File: src/rtl/hs_cdc_tx.sv
// rtl/hs_cdc_tx.sv - 4-phase request/acknowledge CDC transmitter with synchronised ack
// Optional handshake timeout flag: define HS_CDC_TX_TIMEOUT_EN.
`timescale 1ns/1ps

module hs_cdc_tx #(
    parameter int DATA_W      = 8,
    parameter int SYNC_STAGES = 2,
    parameter int TIMEOUT_CYC = 255
) (
    input  logic              clk_tx,
    input  logic              rst,
    input  logic              s_valid,
    output logic              s_ready,
    input  logic [DATA_W-1:0] s_data,
    output logic              req,
    output logic [DATA_W-1:0] xdata,
    input  logic              ack_async,
    output logic              done,
    output logic              timeout_err
);

    typedef enum logic [1:0] {
        IDLE   = 2'd0,
        REQ_HI = 2'd1,
        REQ_LO = 2'd2
    } state_t;

    state_t                  r_state;
    state_t                  w_state_nxt;
    logic [SYNC_STAGES-1:0]  r_ack_sync;
    logic                    w_ack_s;
    logic                    r_req;
    logic                    w_req_nxt;
    logic [DATA_W-1:0]       r_xdata;
    logic [DATA_W-1:0]       w_xdata_nxt;
    logic                    r_done;
    logic                    w_done_nxt;

    // ack crosses from the far domain through a plain shift chain; only the last stage is used
    always_ff @(posedge clk_tx) begin
        if (rst) begin
            r_ack_sync <= '0;
        end else begin
            r_ack_sync <= {r_ack_sync[SYNC_STAGES-2:0], ack_async};
        end
    end

    assign w_ack_s = r_ack_sync[SYNC_STAGES-1];

    // state and output registers; reset aborts any handshake in flight without a done
    always_ff @(posedge clk_tx) begin
        if (rst) begin
            r_state <= IDLE;
            r_req   <= 1'b0;
            r_xdata <= '0;
            r_done  <= 1'b0;
        end else begin
            r_state <= w_state_nxt;
            r_req   <= w_req_nxt;
            r_xdata <= w_xdata_nxt;
            r_done  <= w_done_nxt;
        end
    end

    // next-state decode: word captured only in IDLE, so s_valid elsewhere is simply ignored
    always_comb begin
        w_state_nxt = r_state;
        w_req_nxt   = r_req;
        w_xdata_nxt = r_xdata;
        w_done_nxt  = 1'b0;
        case (r_state)
            IDLE: begin
                w_req_nxt = 1'b0;
                if (s_valid) begin
                    w_xdata_nxt = s_data;
                    w_req_nxt   = 1'b1;
                    w_state_nxt = REQ_HI;
                end
            end
            REQ_HI: begin
                w_req_nxt = 1'b1;
                if (w_ack_s) begin
                    w_req_nxt   = 1'b0;
                    w_state_nxt = REQ_LO;
                end
            end
            REQ_LO: begin
                w_req_nxt = 1'b0;
                if (!w_ack_s) begin
                    w_state_nxt = IDLE;
                    w_done_nxt  = 1'b1;
                end
            end
            default: begin
                w_req_nxt   = 1'b0;
                w_state_nxt = IDLE;
            end
        endcase
    end

    // ready is decoded from state only; rst masks it so it reads low during reset
    assign s_ready = (r_state == IDLE) && !rst;
    assign req     = r_req;
    assign xdata   = r_xdata;
    assign done    = r_done;

`ifdef HS_CDC_TX_TIMEOUT_EN
    localparam int TMO_W = $clog2(TIMEOUT_CYC + 1);

    logic [TMO_W-1:0] r_tmo_cnt;
    logic             r_tmo_err;
    logic             w_tmo_run;
    logic             w_tmo_hit;

    // counter runs only while waiting in a handshake phase and never across a state change
    assign w_tmo_run = (r_state != IDLE) && (w_state_nxt == r_state);
    assign w_tmo_hit = w_tmo_run && (r_tmo_cnt == TMO_W'(TIMEOUT_CYC - 1));

    // phase-wait counter saturates at the limit so the sticky flag cannot be re-derived by wrap
    always_ff @(posedge clk_tx) begin
        if (rst) begin
            r_tmo_cnt <= '0;
        end else if (w_state_nxt != r_state) begin
            r_tmo_cnt <= '0;
        end else if (w_tmo_run && (r_tmo_cnt != TMO_W'(TIMEOUT_CYC))) begin
            r_tmo_cnt <= r_tmo_cnt + 1'b1;
        end
    end

    // flag sets on the edge the counter reaches the limit and holds until reset; FSM keeps waiting
    always_ff @(posedge clk_tx) begin
        if (rst) begin
            r_tmo_err <= 1'b0;
        end else if (w_tmo_hit) begin
            r_tmo_err <= 1'b1;
        end
    end

    assign timeout_err = r_tmo_err;
`else
    // TIMEOUT_CYC stays referenced so builds without the timeout keep the same parameter list
    localparam logic TMO_NEVER = (TIMEOUT_CYC < 0);
    assign timeout_err = TMO_NEVER;
`endif

endmodule

File: config.mk
export PLATFORM = sky130hd
export DESIGN_NAME = hs_cdc_tx
export DESIGN_NICKNAME = d
export VERILOG_FILES = /design/src/rtl/hs_cdc_tx.sv
export SDC_FILE = /design/constraint.sdc
export NUM_CORES = 1
export LEC_CHECK = 0
export CORE_MARGIN = 8
export CORE_UTILIZATION = 43
export DETAILED_ROUTE_END_ITERATION = 10
export GPL_ROUTABILITY_DRIVEN = 0
export PLACE_DENSITY = 0.83
export SLEW_MARGIN = 20
export SYNTH_ARGS = -nofsm -noshare
export SYNTH_HDL_FRONTEND = slang
export SYNTH_SLANG_ARGS = --single-unit
File: constraint.sdc
create_clock -name clk_tx -period 2.3 [get_ports clk_tx]
set_input_delay 0.46 -clock clk_tx [delete_from_list [all_inputs] [get_ports clk_tx]]
set_output_delay 0.46 -clock clk_tx [all_outputs]
set_load 0.05 [all_outputs]
==> results.json <==
{
  "postRouteAntennaNets": 0,
  "place_area_um2": 811,
  "synth_cell_types": 14,
  "grt_usage": 0.0918,
  "clk_pin_slew_worst_paths_ns": 0.08,
  "path_buf_inv": 1,
  "clockRootBuffer": "clkbuf_4",
  "clock.fmax_ghz": 0.530,
  "path_cells": "clkdlybuf4s50_1",
  "layoutNonFillerInstCount": 92,
  "viasPerCell": 4.72,
  "drtIter0Drc": 6,
  "status": "completed",
  "die_h_um": 52.5,
  "n_antenna_cell": 0,
  "start_kind": "flop",
  "crit_slowest_cell": "clkdlybuf4s50_1",
  "die_w_um": 52.5,
  "antenna_found_initial": 0,
  "layout_commonest_cell": "clkdlybuf4s50_1",
  "wl_mm": 1.20,
  "fin_nets": 91,
  "worstReg2RegStart": "r_state[1]",
  "final_area_um2": 833,
  "wl_per_cell_um": 13.0,
  "tightest_slew_ns": 0.504,
  "vias": 434,
  "crit_type": "flop to primary output",
  "cp-end-kind": "primary output",
  "post-route-min-period_ns": 1.89,
  "power_density_nw_per_um2": 648,
  "synth_area_um2": 573,
  "cts.sinks": 14,
  "peakVddDrop_uv": 307,
  "finalPower_uw": 540,
  "grt_max_degree": 23,
  "core_um2": 1270,
  "syn_area_per_cell_um2": 10.6,
  "worstPathArrival_ns": 1.43,
  "leakage_nw": 0.320,
  "finalCritPeriodShare": 0.821,
  "area_growth_pct": 45.4,
  "rsz0062_at_grt": "no",
  "fin_skew_ns": 0.00218,
  "cp_max_fo": 2,
  "rows": 13,
  "cts_resized": 0,
  "syn_nets": 66,
  "grt_pass1_wl_mm": 1.90,
  "portBuffers": 22,
  "drive_above_1_share": 0.0909,
  "cts_buffers": 3,
  "layout_common_cells": "clkdlybuf4s50_1, nand2b_1, dfxtp_1, mux2i_1, clkbuf_4",
  "postCtsSetupRepairBufs": 0,
  "worstPathRequired_ns": 1.84,
  "initial_core_util": 0.452,
  "max_stage_delay_ns": 0.81,
  "cts_hold_buf": 0,
  "slew_headroom": 0.663,
  "synthCells": 54,
  "maxSlewViolCount": 0,
  "finalSetupViolCount": 0,
  "finalHoldViolCount": 0,
  "drtPass1Iterations": 5,
  "holdCritPathClass": "flop to flop",
  "dpl.hpwl_um": 929,
  "dieArea_um2": 2760,
  "max-cap-violations": 0,
  "cts_tree": "yes",
  "yosys_warnings": 0,
  "cts-htree-levels": 1,
  "place_inst": 89,
  "synth_seq_area_share": 0.489,
  "grt_pass1_vias": 423,
  "ios": 24,
  "hold_start": "r_ack_sync[0]",
  "clock_latency_ns": 0.27,
  "crit_family": "buffers and inverters",
  "final.setup.tns_ns": 0,
  "remaining_drc_errors": 0,
  "fillCellCount": 103,
  "clock_path_buffers": 2,
  "grt-ovfl-total": 0,
  "critPathLaunch": "xdata[6]",
  "final_core_util": 0.657,
  "synth-seq-cells": 14
}
-- stage by stage --
step                      setup slack (ns)  hold WS [ns]
after floorplan                      0.156         0.407
after global placement               0.461         0.416
after detailed placement             0.474         0.424
after CTS                            0.394         0.444
after global routing                 0.362         0.463
final                                0.413         0.446
-- cells in the mapped netlist --
master | n | area share
nor3b_2 | 1 | 0.022
nand2b_1 | 18 | 0.20
buf_4 | 1 | 0.013
nor3_1 | 1 | 0.0087
nor4b_1 | 1 | 0.015
xnor2_1 | 1 | 0.015
nor2b_1 | 2 | 0.022
mux2i_1 | 8 | 0.14
dfxtp_1 | 14 | 0.49
conb_1 | 1 | 0.0065
a211oi_1 | 2 | 0.026
clkbuf_1 | 2 | 0.013
nor3b_1 | 1 | 0.013
buf_6 | 1 | 0.020
-- final cells by class --
cell class	instances	area, um2	area share
Tap cell	15	18.8	0.0225
Sequential cell	14	280	0.336
Timing Repair Buffer	24	245	0.294
Clock buffer	3	22.5	0.0270
Multi-Input combinational cell	36	267	0.320
-- worst reg2reg max path, stage by stage, from the launching register on --
cell and delay (ns):
dfxtp_1 0.38, nor3b_2 0.19, buf_4 0.21, mux2i_1 0.22
-- layer usage --
metal / routed length (um) / GRT usage
met5: 0 / 0
met4: 20 / 0.0776
met3: 45 / 0.00852
met2: 612 / 0.156
met1: 519 / 0.0990
-- final timing paths --
| check | endpoint | slack, ns | cells after the start |
|---|---|---|---|
| hold / removal | r_ack_sync[1] | 0.45 | 1 |
| hold reg to reg | r_ack_sync[1] | 0.45 | 1 |
| setup reg to reg | xdata[0] | 1.24 | 3 |
| setup / recovery | xdata[6] | 0.41 | 1 |
-- registers in the layout, summed over array words and instances (netlist names) --
| signal | cells |
|---|---|
| xdata | 8 |
| r_ack_sync | 2 |
| r_state | 2 |
| done | 1 |
| req | 1 |
-- where the power goes --
part	switching (mW)	internal [mW]
combinational	0.0775	0.0634
clock	0.0719	0.0605
sequential	0.00916	0.257
-- cell families (layout without fill, tap and decap cells) --
logic type      Yosys count  count (layout)  synth area share
xor+xnor                  1               1            0.0153
compound gates            2               2            0.0262
mux                       8               8             0.140
flops                    14              14             0.489
buf+inv                   4              27            0.0459
simple gates             24              24             0.277
other cells               1               1           0.00654
Note: power is estimated with default switching activity, not from simulation.
